===== config.mk =====
export PLATFORM = sky130hd
export DESIGN_NAME = divider_32bit
export DESIGN_NICKNAME = d
export VERILOG_FILES = /design/src/rtl/divider_32bit_pkg.sv /design/src/rtl/divider_32bit_add_sub_33bit.sv /design/src/rtl/divider_32bit.sv
export SDC_FILE = /design/constraint.sdc
export NUM_CORES = 1
export LEC_CHECK = 0
export CORE_MARGIN = 5
export CORE_UTILIZATION = 39
export CTS_CLUSTER_DIAMETER = 120
export CTS_CLUSTER_SIZE = 28
export DETAILED_ROUTE_END_ITERATION = 8
export GPL_ROUTABILITY_DRIVEN = 0
export GPL_TIMING_DRIVEN = 0
export PLACE_DENSITY_LB_ADDON = 0.12
export SETUP_SLACK_MARGIN = 0.3
export SLEW_MARGIN = 0
export SYNTH_ARGS = -nofsm -noshare
export SYNTH_HDL_FRONTEND = slang
export SYNTH_SLANG_ARGS = --single-unit
export TNS_END_PERCENT = 10

===== constraint.sdc =====
create_clock -name clk -period 7.8 [get_ports clk]
set_input_delay 0.78 -clock clk [delete_from_list [all_inputs] [get_ports clk]]
set_output_delay 0.78 -clock clk [all_outputs]
set_load 0.05 [all_outputs]

===== src/rtl/divider_32bit_pkg.sv =====
// Shared definitions for the iterative signed divider: state encoding,
// default width and the quotient returned for a zero divisor.
package divider_32bit_pkg;

    localparam int DEFAULT_WIDTH = 32;
    localparam logic [DEFAULT_WIDTH-1:0] DIV0_QUOTIENT = 32'hFFFF_FFFF;

    typedef enum logic [1:0] {
        IDLE = 2'd0,
        CALC = 2'd1,
        FIX  = 2'd2
    } state_t;

endpackage : divider_32bit_pkg


===== src/rtl/divider_32bit_add_sub_33bit.sv =====
// Combinational two's-complement adder/subtractor: sum = a + b, or a - b when sub=1.
module add_sub_33bit #(
    parameter int W = 33
) (
    input  logic [W-1:0] a,
    input  logic [W-1:0] b,
    input  logic         sub,
    output logic [W-1:0] sum
);

    // Subtraction as a + ~b + 1, the carry-in being the sub select itself.
    assign sum = a + (sub ? ~b : b) + {{(W-1){1'b0}}, sub};

endmodule : add_sub_33bit


===== src/rtl/divider_32bit.sv =====
// Multi-cycle signed divider: 32-step non-restoring loop on magnitudes,
// then a fix-up cycle that restores the remainder and applies signs.
module divider_32bit
    import divider_32bit_pkg::*;
#(
    parameter int WIDTH = DEFAULT_WIDTH
) (
    input  logic             clk,
    input  logic             rst_n,
    input  logic             start,
    input  logic [WIDTH-1:0] dividend,
    input  logic [WIDTH-1:0] divisor,
    output logic [WIDTH-1:0] quotient,
    output logic [WIDTH-1:0] remainder,
    output logic             busy,
    output logic             done,
    output logic             div0
);

    localparam int CW = $clog2(WIDTH);

    state_t           state, state_next;
    logic [WIDTH:0]   p;
    logic [WIDTH-1:0] q, m;
    logic [CW-1:0]    count;
    logic             sign_q, sign_r, zero_div;

    logic [WIDTH:0]   add_a, add_b, add_sum;
    logic             add_sub;
    logic [WIDTH-1:0] rem_mag, q_signed, r_signed;

    function automatic logic [WIDTH-1:0] cond_negate(input logic [WIDTH-1:0] x, input logic en);
        return en ? (~x + 1'b1) : x;
    endfunction

    // NOTE: every variable written in always_comb gets a default first so no latch is inferred.
    always_comb begin
        state_next = state;
        case (state)
            IDLE:    if (start) state_next = CALC;
            CALC:    if (count == CW'(WIDTH - 1)) state_next = FIX;
            FIX:     state_next = IDLE;
            default: state_next = IDLE;
        endcase
    end

    // The single adder serves the CALC step and, in FIX, the remainder restore (P + M).
    always_comb begin
        add_a   = {p[WIDTH-1:0], q[WIDTH-1]};
        add_sub = ~p[WIDTH];
        if (state == FIX) begin
            add_a   = p;
            add_sub = 1'b0;
        end
    end

    assign add_b = {1'b0, m};

    add_sub_33bit #(.W(WIDTH + 1)) u_add_sub (
        .a   (add_a),
        .b   (add_b),
        .sub (add_sub),
        .sum (add_sum)
    );

    assign rem_mag  = p[WIDTH] ? add_sum[WIDTH-1:0] : p[WIDTH-1:0];
    assign q_signed = cond_negate(q, sign_q);
    assign r_signed = cond_negate(rem_mag, sign_r);
    assign busy     = (state != IDLE);

    // NOTE: sequential state uses non-blocking assignments only, so every register
    // samples pre-edge values regardless of statement order.
    always_ff @(posedge clk) begin
        // NOTE: all datapath registers are reset, not just control, so an aborted
        // operation leaves nothing behind.
        if (!rst_n) begin
            state     <= IDLE;
            p         <= '0;
            q         <= '0;
            m         <= '0;
            count     <= '0;
            sign_q    <= 1'b0;
            sign_r    <= 1'b0;
            zero_div  <= 1'b0;
            quotient  <= '0;
            remainder <= '0;
            done      <= 1'b0;
            div0      <= 1'b0;
        end else begin
            state <= state_next;
            done  <= 1'b0;
            case (state)
                IDLE: begin
                    if (start) begin
                        q        <= cond_negate(dividend, dividend[WIDTH-1]);
                        m        <= cond_negate(divisor, divisor[WIDTH-1]);
                        p        <= '0;
                        count    <= '0;
                        sign_q   <= dividend[WIDTH-1] ^ divisor[WIDTH-1];
                        sign_r   <= dividend[WIDTH-1];
                        zero_div <= (divisor == '0);
                    end
                end
                CALC: begin
                    p     <= add_sum;
                    q     <= {q[WIDTH-2:0], ~add_sum[WIDTH]};
                    count <= count + 1'b1;
                end
                FIX: begin
                    // With M=0 every step subtracts zero, so P ends as |A| and the
                    // signed remainder already equals the dividend.
                    quotient  <= zero_div ? DIV0_QUOTIENT : q_signed;
                    remainder <= r_signed;
                    div0      <= zero_div;
                    done      <= 1'b1;
                end
                default: ;
            endcase
        end
    end

endmodule : divider_32bit


==> impl_metrics.json, run 1 <==
{
  "outcome": "complete, no violations",
  "rsz0062_at_grt": "no",
  "wirelength_mm": 43.0,
  "critPathSlowestCell": "a2111oi_0",
  "synth_area_sq_um": 12100,
  "drt_pass1_iterations": 7,
  "rows": 64,
  "layout.cells.non_filler": 2179,
  "synth.area.top_cells": "dfxtp_1 (29%), nand2_1 (8.4%), xor2_1 (8.1%)",
  "finalNetCount": 1875,
  "core_area_sq_um": 30600,
  "die_area_sq_um": 34500,
  "die_y_um": 186,
  "p_leak_nw": 5.34,
  "yosysWarnings": 0,
  "vias": 12500,
  "avgViaCountPerCell": 5.76,
  "initialDrtViolationCount": 1183,
  "max_clock_freq_mhz": 141,
  "period_share_pct": 90.7,
  "fin_ws_ns": 0.729,
  "async_flop_share_pct": 0,
  "maxSlewViolCount": 0,
  "timing.hold.ws_ns": 0.452,
  "antenna_cells": 0,
  "period_needed_ns": 7.07,
  "ctsHoldBuffers": 0,
  "crit_family": "buffers and inverters",
  "min-delay-path-class": "flip-flop to flip-flop",
  "synthToLayoutAreaGrowth_pct": 19.8,
  "yosys.area.top_type": "dfxtp_1",
  "ios": 134,
  "cts.sinks": 173,
  "placed_area_sq_um": 13900,
  "cp.required_ns": 8.11,
  "antenna_found_initial": 0,
  "cts_root_buf": "clkbuf_16",
  "drive_above_1_share_pct": 4.21,
  "clock_latency_ns": 0.45,
  "synth_area_per_cell_sq_um": 7.44,
  "clk_pin_slew_ns": 0.08,
  "ir_worst_vdd_v": 0.000234,
  "hpwlAfterDp_mm": 34.0,
  "synth.most_common_cell": "nand2_1",
  "crit_path_cell_trace": "clkbuf_1, clkbuf_2, clkbuf_2, clkbuf_2, buf_2, nor2_1, buf_1, xor2_1, ha_1, clkbuf_1, nand4_1, a2111oi_0, o211ai_1, a31oi_1, o21ai_0, and3_1, a211o_1, o41ai_1, and2_1, o22ai_1",
  "start_util_pct": 39.4,
  "pre_cts_slack_ns": 0.0492,
  "die_width_um": 186,
  "synth_nets": 1725,
  "utilization_pct": 47.2,
  "synth_top_area_share_pct": 28.7,
  "grt_overflow_total": 0,
  "grt_pass1_vias": 11700,
  "ctsHtreeMaxLevel": 4,
  "critPathArrivalTime_ns": 7.38,
  "synth_edf_count": 0,
  "crit_top_cell": "clkbuf_2",
  "netlist-cell-type-count": 79,
  "fin_area_sq_um": 14400,
  "synth-seq-area-share_pct": 28.7,
  "startpoint_type": "flip-flop",
  "fin_skew_ns": 0.0139,
  "drv_cap": 0,
  "io_buffer_count": 131,
  "fillerInstances": 3138,
  "crit_buf_inv": 7,
  "grt_max_degree": 17,
  "slew-limit-headroom_pct": 40.1,
  "dp.cells": 2147,
  "grt_pass1_wl_mm": 67.0,
  "final_hold_viol_count": 0,
  "synthFlopType": "dfxtp_1",
  "worst-setup-path-type": "flip-flop to flip-flop",
  "cts_buffers": 17,
  "wire_per_inst_um": 19.7,
  "critPathMaxFanout": 10,
  "postRouteAntennaNets": 0,
  "cts_tree": "yes",
  "synthCells": 1620,
  "synth_common_cells": "nand2_1 (271), dfxtp_1 (173), a21oi_1 (161), xor2_1 (111), nor2_1 (110)",
  "p_total_mw": 5.09,
  "tightestPinTransition_ns": 0.898,
  "setup_viol": 0,
  "p_per_area_nw_per_um2": 352,
  "clk_path_buf_depth": 2,
  "track_usage_pct": 24.6,
  "synth-seq-cells": 173,
  "max_stage_delay_ns": 0.67,
  "setup_tns_ns": 0,
  "route.detailed.drc": 0,
  "endpoint_kind": "flip-flop"
}
## what timing repair did
item,in CTS,in global routing
gates resized for setup,1,6
pin swaps,0,0
setup buffers,0,0
endpoints found under the setup margin,11,19
## placed cells by master, fill, tap and decap left out, types with 16 or more instances in the layout
cell type,count
a211oi_1,42
a21oi_1,161
a22oi_1,28
and3_1,19
clkbuf_1,97
clkbuf_16,17
clkdlybuf4s50_1,131
dfxtp_1,173
ha_1,37
inv_1,22
mux2i_1,19
nand2_1,271
nand3_1,52
nand4_1,19
nor2_1,110
nor3_1,24
o21ai_0,105
o31ai_1,38
or3_1,16
or4_1,17
xnor2_1,55
xor2_1,111
## worst reg2reg max path, delay by kind of cell (launching register included)
family | cells | cell delay (ns)
AO/OA/AOI/OAI | 7 | 2.49
XOR/XNOR | 1 | 0.27
adder cells (fa/ha/maj) | 1 | 0.33
buffers and inverters | 7 | 2.66
flip-flops | 1 | 0.35
AND/OR/NAND/NOR | 4 | 0.84
## registers in the layout, summed over array words and instances, names as in the netlist
name,cells
count,5
div0,1
done,1
m,32
p,33
q,32
quotient,32
remainder,32
sign_q,1
sign_r,1
state,2
zero_div,1
## layout make-up
type	count	area, sq um	share of cell area, %
multi-input combinational	1310	8070	55.9
sequential	173	3460	24.0
timing repair buffer	131	1310	9.08
tap	396	495	3.43
clock buffer	20	447	3.09
buffer	114	443	3.07
clock inverter	12	129	0.892
inverter	23	86.3	0.598
## layer usage
layer  up-vias  global-route usage (%)  wire, um
met5         -                       0         0
met4         0                    6.12       806
met3        53                    4.26      3080
met2       464                    36.7     18500
met1      5932                    36.7     20700
li1       6093                       -         -
## worst paths after layout
path,from,endpoint,slack [ns],cells after the start
max,p[32],remainder[29],0.73,20
min,remainder[12],remainder[12],0.45,2
max reg2reg,p[32],remainder[29],0.73,20
min reg2reg,remainder[12],remainder[12],0.45,2
## power breakdown
| part | leakage (nW) | switching (mW) | internal, mW |
|---|---|---|---|
| Sequential | 1.41 | 0.106 | 0.972 |
| Clock | 0.281 | 0.407 | 0.459 |
| Combinational | 3.65 | 2.03 | 1.11 |
## kinds of logic after synthesis
family | synth area share [%]
simple gates | 23.7
compound gates | 24.9
flops | 28.7
xor+xnor | 12.1
buf+inv | 4.35
fa+ha+maj | 4.00
mux | 2.32
Note: power is estimated with default switching activity, not from simulation.
==> run 2: changes to the inputs <==
Settings changed: ABC_AREA set to 1.
==> run 2 against run 1 <==
Effect of this change:
- critical path depth is 5 higher
- via count is 12% higher
- global-route usage is 0.39 points higher
- count of clock-buffer cells in the layout is 2 lower
- power is 22% lower
- sequential cell count stayed put
- fmax is 55% higher
- critical endpoint is now remainder[31]
- highest routed layer unchanged
==> impl_metrics.json, run 2 <==
{
  "outcome": "complete, no violations",
  "grt_pass1_wl_mm": 72.3,
  "regMostFlops": "p",
  "netlist-cell-type-count": 48,
  "clk_pin_slew_ns": 0.07,
  "drt_pass1_iterations": 6,
  "crit_buf_inv": 6,
  "synth.most_common_cell": "nand2_1",
  "cts.sinks": 173,
  "rows": 66,
  "p_per_area_nw_per_um2": 258,
  "period_needed_ns": 4.57,
  "placed_area_sq_um": 14800,
  "ctsHoldBuffers": 0,
  "crit_top_cell": "nand2_1",
  "die_width_um": 192,
  "grt_overflow_total": 0,
  "async_flop_share_pct": 0,
  "synth-seq-cells": 173,
  "grt_max_degree": 18,
  "maxSlewViolCount": 0,
  "layout_common_cells": "nand2_1 (568), inv_1 (280), nor2_1 (191)",
  "route.detailed.drc": 0,
  "pre_cts_slack_ns": 3.32,
  "synth.area.top_cells": "dfxtp_1 (27%), nand2_1 (16%), inv_1 (8.1%)",
  "yosys.area.top_type": "dfxtp_1",
  "p_leak_nw": 7.08,
  "critPathMaxFanout": 10,
  "yosysWarnings": 0,
  "ir_worst_vdd_v": 0.000165,
  "drive_above_1_share_pct": 5.83,
  "synth_nets": 2206,
  "slew-limit-headroom_pct": 49.5,
  "largest_reg_flops": 33,
  "worst-setup-path-type": "flip-flop to flip-flop",
  "vias": 14100,
  "critPathSlowestCell": "clkbuf_1",
  "period_share_pct": 58.6,
  "cts_root_buf": "clkbuf_16",
  "synth_common_cells": "nand2_1 (568), inv_1 (280), nor2_1 (191), dfxtp_1 (173), nand3_1 (145)",
  "fin_skew_ns": 0.00868,
  "clk_path_buf_depth": 2,
  "fin_area_sq_um": 15400,
  "postRouteAntennaNets": 0,
  "track_usage_pct": 25.0,
  "setup_tns_ns": 0,
  "cts_buffers": 17,
  "cts_tree": "yes",
  "ctsHtreeMaxLevel": 4,
  "core_area_sq_um": 32600,
  "avgViaCountPerCell": 5.19,
  "synth-seq-area-share_pct": 26.8,
  "rsz0062_at_grt": "no",
  "timing.hold.ws_ns": 0.469,
  "antenna_cells": 0,
  "min-delay-path-class": "flip-flop to flip-flop",
  "endpoint_kind": "flip-flop",
  "wire_per_inst_um": 17.1,
  "max_stage_delay_ns": 0.46,
  "die_y_um": 192,
  "synth_top_area_share_pct": 26.8,
  "start_util_pct": 39.6,
  "post_cts_resize_count": 0,
  "wirelength_mm": 46.2,
  "synthToLayoutAreaGrowth_pct": 19.0,
  "clock_latency_ns": 0.44,
  "synth_area_sq_um": 12900,
  "critPathArrivalTime_ns": 4.91,
  "synth_area_per_cell_sq_um": 6.15,
  "antenna_found_initial": 0,
  "final_common_cell": "nand2_1",
  "utilization_pct": 47.1,
  "tightestPinTransition_ns": 0.758,
  "synthFlopType": "dfxtp_1",
  "fin_ws_ns": 3.23,
  "post_cts_buffers": 0,
  "cp.required_ns": 8.15,
  "ios": 134,
  "grt_pass1_vias": 13400,
  "startpoint_type": "flip-flop",
  "setup_viol": 0,
  "die_area_sq_um": 36900,
  "drv_cap": 0,
  "crit_family": "simple AND/OR/NAND/NOR gates",
  "fillerInstances": 3473,
  "initialDrtViolationCount": 1031,
  "max_clock_freq_mhz": 219,
  "finalNetCount": 2356,
  "final_hold_viol_count": 0,
  "io_buffer_count": 131,
  "synthCells": 2101,
  "hpwlAfterDp_mm": 37.8,
  "synth_edf_count": 0
}
## run 2: worst min-delay path, delay by kind of cell, from the launching register on
family | cells | cell delay [ns]
AOI/OAI and AO/OA | 1 | 0.05
DFF | 1 | 0.31
and+or+nand+nor | 1 | 0.06
## run 2: path summary, 6_finish.rpt
kind | start | to | slack (ns) | depth (start not counted)
min reg2reg | p[24] | p[24] | 0.47 | 2
max reg2reg | state[1] | remainder[31] | 3.23 | 25
max | state[1] | remainder[31] | 3.23 | 25
min | p[24] | p[24] | 0.47 | 2
## run 2: metal layers
metal  vias to the layer above  track usage [%]  part of all wire [%]
li1                       7103                -                     -
met1                      6434             32.4                    45
met2                       444             43.1                    47
met3                        76             3.18                   5.3
met4                         0             8.20                   2.7
met5                         -                0                     0
## run 2: logic make-up (layout without fill, tap and decap cells)
| group | after synthesis | after routing | synth area share (%) |
|---|---|---|---|
| AND/OR/NAND/NOR | 1049 | 1049 | 35.7 |
| buffers and inverters | 382 | 545 | 11.2 |
| AO/OA/AOI/OAI | 369 | 369 | 16.5 |
| flip-flops | 173 | 173 | 26.8 |
| XOR/XNOR | 90 | 90 | 6.10 |
| adder cells (fa/ha/maj) | 38 | 38 | 3.74 |
## run 2: cell type report
cell class / instances / area, sq um / share of cell area [%]
Multi-Input combinational cell: 1546 / 8020 / 52.2
Sequential cell: 173 / 3460 / 22.5
Timing Repair Buffer: 131 / 1310 / 8.53
Inverter: 296 / 1110 / 7.23
Tap cell: 442 / 553 / 3.60
Clock buffer: 18 / 439 / 2.86
Buffer: 86 / 333 / 2.16
Clock inverter: 14 / 146 / 0.952
## run 2: power by group
group | total, mW | internal [mW] | leakage, nW | switching [mW]
Combinational | 2.09 | 0.661 | 5.38 | 1.43
Clock | 0.868 | 0.461 | 0.292 | 0.407
Sequential | 1.01 | 0.948 | 1.41 | 0.0626
## run 2: metrics by stage
step / total power, mW / instances
floorplan: 2.52 / 2101
global placement: 3.07 / 2674
detailed placement: 3.09 / 2674
CTS: 3.96 / 2706
global route: 4.27 / 2706
finish: 3.97 / 2706
